[config.mk]
export PLATFORM = sky130hd
export DESIGN_NAME = dlfloat_vmac
export DESIGN_NICKNAME = d
export VERILOG_FILES = /design/src/rtl/dlfloat_pkg.sv /design/src/rtl/dlfloat_add_comb.sv /design/src/rtl/dlfloat_vmac.sv
export SDC_FILE = /design/constraint.sdc
export NUM_CORES = 2
export LEC_CHECK = 0
export ABC_AREA = 1
export BUFFER_PORTS_ARGS = -buffer_cell sky130_fd_sc_hd__buf_2
export CAP_MARGIN = 40
export CORE_MARGIN = 1
export CORE_UTILIZATION = 60
export CTS_CLUSTER_SIZE = 25
export DETAILED_ROUTE_END_ITERATION = 8
export GPL_ROUTABILITY_DRIVEN = 0
export PLACE_DENSITY = 0.78
export SETUP_SLACK_MARGIN = 0.05
export SLEW_MARGIN = 20
export SYNTH_ARGS = -nofsm -noshare
export SYNTH_HDL_FRONTEND = slang
export SYNTH_HIERARCHICAL = 1
export SYNTH_SLANG_ARGS = --single-unit
export TNS_END_PERCENT = 100
[constraint.sdc]
create_clock -name clk -period 18.6 [get_ports clk]
set_input_delay 4.65 -clock clk [delete_from_list [all_inputs] [get_ports clk]]
set_output_delay 4.65 -clock clk [all_outputs]
set_load 0.03 [all_outputs]
[src/rtl/dlfloat_pkg.sv]
// rtl/dlfloat_pkg.sv - DLFloat16 types, constants, FSM states and result packing (DLFLOAT_SAT_EN)
package dlfloat_pkg;

    typedef logic [15:0] dlfloat16_t;

    localparam int         EXP_W    = 6;
    localparam int         MAN_W    = 9;
    localparam int         BIAS     = 31;
    localparam dlfloat16_t DLF_ZERO = 16'h0000;
    localparam logic [14:0] DLF_MAX = 15'h7FFF;

    typedef enum logic [1:0] {IDLE, MUL, ACC, OUT} state_t;

    // Exponent arrives unbiased-range checked here so both product and sum share flush/overflow.
    function automatic dlfloat16_t dlf_pack(input logic s, input logic signed [9:0] e,
                                            input logic [MAN_W-1:0] m);
        dlfloat16_t r;
        if (e < 10'sd1) begin
            r = DLF_ZERO;
        end else if (e > 10'sd63) begin
`ifdef DLFLOAT_SAT_EN
            r = {s, DLF_MAX};
`else
            r = {s, e[EXP_W-1:0], m};
`endif
        end else begin
            r = {s, e[EXP_W-1:0], m};
        end
        return r;
    endfunction

endpackage

[src/rtl/dlfloat_add_comb.sv]
// rtl/dlfloat_add_comb.sv - combinational DLFloat16 adder with truncating alignment
module dlfloat_add_comb
    import dlfloat_pkg::*;
(
    input  logic [15:0] i_a,
    input  logic [15:0] i_b,
    output logic [15:0] o_y
);

    logic               w_swap;
    logic [15:0]        w_big;
    logic [15:0]        w_small;
    logic [5:0]         w_d;
    logic [9:0]         w_mb;
    logic [9:0]         w_ms;
    logic [10:0]        w_sum;
    logic [9:0]         w_diff;
    logic [9:0]         w_norm;
    logic [3:0]         w_lz;
    logic signed [9:0]  w_eb;

    always_comb begin
        o_y     = DLF_ZERO;
        w_swap  = (i_b[14:0] > i_a[14:0]);
        w_big   = w_swap ? i_b : i_a;
        w_small = w_swap ? i_a : i_b;
        w_d     = w_big[14:9] - w_small[14:9];
        w_mb    = {1'b1, w_big[8:0]};
        w_ms    = {1'b1, w_small[8:0]} >> w_d;
        w_eb    = $signed({4'b0, w_big[14:9]});
        w_sum   = {1'b0, w_mb} + {1'b0, w_ms};
        w_diff  = w_mb - w_ms;
        w_lz    = 4'd0;
        for (int i = 0; i < 10; i++) begin
            if (w_diff[i]) w_lz = 4'(9 - i);
        end
        w_norm  = w_diff << w_lz;

        if (i_a == DLF_ZERO) begin
            o_y = i_b;
        end else if (i_b == DLF_ZERO) begin
            o_y = i_a;
        end else if (i_a[15] == i_b[15]) begin
            if (w_sum[10]) o_y = dlf_pack(w_big[15], w_eb + 10'sd1, w_sum[9:1]);
            else           o_y = dlf_pack(w_big[15], w_eb, w_sum[8:0]);
        end else if (w_diff != 10'd0) begin
            o_y = dlf_pack(w_big[15], w_eb - $signed({6'b0, w_lz}), w_norm[8:0]);
        end
    end

endmodule

[src/rtl/dlfloat_vmac.sv]
// rtl/dlfloat_vmac.sv - multi-lane DLFloat16 dot-product MAC; DLFLOAT_SAT_EN selects overflow saturation
module dlfloat_vmac
    import dlfloat_pkg::*;
#(
    parameter int LANES = 4
) (
    input  logic                 clk,
    input  logic                 rst,
    input  logic                 in_valid,
    output logic                 in_ready,
    input  logic [16*LANES-1:0]  in_a,
    input  logic [16*LANES-1:0]  in_b,
    input  logic                 in_last,
    output logic                 out_valid,
    input  logic                 out_ready,
    output logic [15:0]          out_data,
    output logic [7:0]           out_beats
);

    state_t               r_state;
    state_t               w_next;
    logic [16*LANES-1:0]  r_a;
    logic [16*LANES-1:0]  r_b;
    logic [16*LANES-1:0]  r_prod;
    logic [16*LANES-1:0]  w_prod;
    logic                 r_last;
    logic [3:0]           r_idx;
    dlfloat16_t           r_acc;
    dlfloat16_t           w_sum;
    dlfloat16_t           w_lane;
    logic [7:0]           r_beats;

    function automatic dlfloat16_t dlf_mul(input dlfloat16_t a, input dlfloat16_t b);
        logic [19:0]       p;
        logic signed [9:0] e;
        dlfloat16_t        r;
        p = {1'b1, a[8:0]} * {1'b1, b[8:0]};
        e = $signed({4'b0, a[14:9]}) + $signed({4'b0, b[14:9]}) - 10'sd31;
        if (a == DLF_ZERO || b == DLF_ZERO) r = DLF_ZERO;
        else if (p[19])                     r = dlf_pack(a[15] ^ b[15], e + 10'sd1, p[18:10]);
        else                                r = dlf_pack(a[15] ^ b[15], e, p[17:9]);
        return r;
    endfunction

    always_comb begin
        w_prod = '0;
        w_lane = DLF_ZERO;
        for (int i = 0; i < LANES; i++) begin
            w_prod[16*i +: 16] = dlf_mul(r_a[16*i +: 16], r_b[16*i +: 16]);
            if (r_idx == 4'(i)) w_lane = r_prod[16*i +: 16];
        end
    end

    dlfloat_add_comb u_add (
        .i_a (r_acc),
        .i_b (w_lane),
        .o_y (w_sum)
    );

    always_ff @(posedge clk or negedge rst) begin
        if (!rst) r_state <= IDLE;
        else      r_state <= w_next;
    end

    always_comb begin
        w_next = r_state;
        case (r_state)
            IDLE:    if (in_valid) w_next = MUL;
            MUL:     w_next = ACC;
            ACC:     if (r_idx == 4'(LANES - 1)) w_next = r_last ? OUT : IDLE;
            OUT:     if (out_ready) w_next = IDLE;
            default: w_next = IDLE;
        endcase
    end

    always_ff @(posedge clk or negedge rst) begin
        if (!rst) begin
            r_a     <= '0;
            r_b     <= '0;
            r_prod  <= '0;
            r_last  <= 1'b0;
            r_idx   <= 4'd0;
            r_acc   <= DLF_ZERO;
            r_beats <= 8'd0;
        end else begin
            case (r_state)
                IDLE: if (in_valid) begin
                    r_a    <= in_a;
                    r_b    <= in_b;
                    r_last <= in_last;
                    if (r_beats != 8'hFF) r_beats <= r_beats + 8'd1;
                end
                MUL: begin
                    r_prod <= w_prod;
                    r_idx  <= 4'd0;
                end
                ACC: begin
                    r_acc <= w_sum;
                    r_idx <= r_idx + 4'd1;
                end
                OUT: if (out_ready) begin
                    r_acc   <= DLF_ZERO;
                    r_beats <= 8'd0;
                end
                default: ;
            endcase
        end
    end

    assign in_ready  = (r_state == IDLE);
    assign out_valid = (r_state == OUT);
    assign out_data  = out_valid ? r_acc : DLF_ZERO;
    assign out_beats = out_valid ? r_beats : 8'd0;

endmodule
==> metrics.txt <==
outcome=completed; Final nets=4919; CTS clk-pin slew, worst paths=0.06 ns; Final ANT Viol Nets=0; crit path capture type=flip-flop; Slew headroom=46.7%; I/O pins=159; global router's overall resource usage=29.9%; core area=0.0501 sq mm; Yosys warnings=6; dpl cell area=0.0315 sq mm; met2 WL=34.8 mm; Crit Path Max Fanout=51; Top Metal Used=met4; Post-Syn Area per Cell=7.30 sq um; vias per inst=5.46; Post-CTS Setup Bufs=0; vias in the first global route=26100; RSZ-0062 raised after global routing=false; design area=0.0325 sq mm; Cell Rows=82; Synth top area share=18.3%; post-DP HPWL=58.3 mm; Fillers=4530; Die X-Extent=227 um; #FFs+latches synth=223; antenna cells=0; P&R area growth vs syn=6.81%; largest family of logic cells by synthesized area=adder cells; final core occ=64.9%; asr flop ratio synth=100%; placed cell count=4864; Syn Inst Count=4168; Worst-Skew Late Latency=0.60 ns; Die Y=227 um; Slew Limit Fails=0; largest net degree at the start of global routing=101; Post-synth EDFFs=0; mux share of post-synthesis cell area=2.70%; critical path's slowest cell=o21ai_0; first-pass detailed-route iteration total=6; Worst Skew=0.0164 ns; clock sink count=223; metal1 wirelength=32.2 mm; Min Clock Period, post-route=10.31 ns; critical path's largest stage delay=0.47 ns; Post-Synth Simple-Gate Area=26.6%; Fmax=0.0970 GHz; syn nets=4861; Adder-Cell Fraction of Synth Area=29.2%; H-tree Lvls=1; WL/cell=15.2 um; final cell count without fillers=4921; setup TNS=0 ns; Worst-Margin Slew=0.797 ns; worst hold path class=flip-flop to flip-flop; I/O Buffers=158; most frequent CP cell=nand2_1; clock root buffer=clkbuf_16; DIE AREA=0.0516 sq mm; Seq/Total Area, Yosys=18.3%; layout cells sized above 1=11.4%; GR Overflow Total=0; Final Setup Violations=0; CP Launch Type=flip-flop; WL final=74.6 mm; area leader, netlist=dfrtp_1; cts hold-fix bufs=0; Final Cycle Share=55.4%; clock tree buffer depth=3; Top FF cell, synth=dfrtp_1; final hold violation count=0; Worst EP arrival=10.84 ns; first-pass GRT wire length=126 mm; via count=26900; synthesized area=0.0304 sq mm; DR iter-0 viols=1933; Synth cell types=69; CTS tree=done; DR DRC count=0; Initial Util=60.8%; MaxCap Viol Count=0; total CTS buffers=29; Post-Synth XOR/XNOR Area=2.05%; CP Class=flip-flop to flip-flop; CP required=19.13 ns; synth top area cells=dfrtp_1 18%, fa_1 17%, nand2_1 14%; initial antenna violation count=0; routed wl met3=4.88 mm; compound-gate portion of the synthesized area=8.70%; post-CTS sizing=0
cell families (layout without fill, tap and decap cells):
group           Yosys count  in the layout
simple gates           1837           1837
buf+inv                 950           1031
fa+ha+maj               560            560
compound gates          462            462
flops                   223            223
mux                      73             73
xor+xnor                 63             63
worst paths after layout:
path | start | to | slack, ns | depth (start not counted)
min | r_prod[53] | r_prod[53] | 0.48 | 2
min in group asynchronous | rst | r_acc[7] | 4.06 | 1
max reg2reg | r_idx[0] | r_acc[6] | 8.29 | 58
max | r_idx[0] | r_acc[6] | 8.29 | 58
max in group asynchronous | rst | r_b[0] | 13.22 | 3
min reg2reg | r_prod[53] | r_prod[53] | 0.48 | 2
metal layers:
metal	up-vias	global-route usage, %
met3	178	3.50
met1	12600	39.7
met5	-	0
met4	0	11.0
li1	13100	-
met2	944	50.1
through the flow:
stage	setup slack, ns	hold slack, ns
5_1_grt	7.57	0.501
4_1_cts	8.54	0.483
2_1_floorplan	10.53	0.444
6_report	8.29	0.478
3_5_place_dp	8.61	0.469
3_3_place_gp	8.92	0.466
synth_stat cells (43+ instances only):
library cell and count:
nand2_1 1162, inv_1 765, ha_1 309, nand3_1 258
fa_1 251, dfrtp_1 223, a21oi_1 195, nor2_1 184
o21ai_0 120, clkbuf_1 88, mux2_2 72, nand2_2 46
o21ai_1 43
sequential cells by signal (all words and copies together) (netlist names):
name,flops
r_a,64
r_acc,16
r_b,64
r_beats,8
r_idx,4
r_last,1
r_prod,64
r_state,2
layout make-up:
cell class	count	area, sq um	share of cell area (%)
Clock buffer	36	782	2.40
Clock inverter	18	228	0.700
Inverter	806	3030	9.32
Multi-Input combinational cell	2995	21100	64.9
Sequential cell	223	5580	17.2
Tap cell	672	841	2.59
Timing Repair Buffer	171	956	2.94
critical path, delay by kind of cell (launching register included):
kind	cells	cell delay, ns
and+or+nand+nor	32	4.21
buffers and inverters	10	1.19
adders and majority gates	5	1.63
xor gates and xnor gates	2	0.55
DFF	1	0.40
AOI/OAI and AO/OA	9	2.19
placed cells by master (no fill, tap or decap), types with 9 or more instances in the layout:
cell type	n
nand3_2	18
o21ai_1	43
nand2_1	1161
buf_2	158
inv_1	765
clkbuf_16	29
nor2_1	184
o21ai_0	120
o211ai_1	9
mux2_2	72
nor3_1	19
nand2_4	17
nand3_1	258
nand2_2	46
nor2_2	14
nand3b_1	9
o21ai_2	15
inv_2	35
nand4_1	37
ha_1	309
xor2_1	41
nor2_4	10
nor4_1	38
o22ai_1	17
dfrtp_1	223
o21bai_1	16
fa_1	251
xnor2_1	17
a21oi_1	195
a21o_1	10
Power is left out: the tool's default activity adds up to more than one toggle a clock period on the data nets, which glitch-free logic cannot reach.
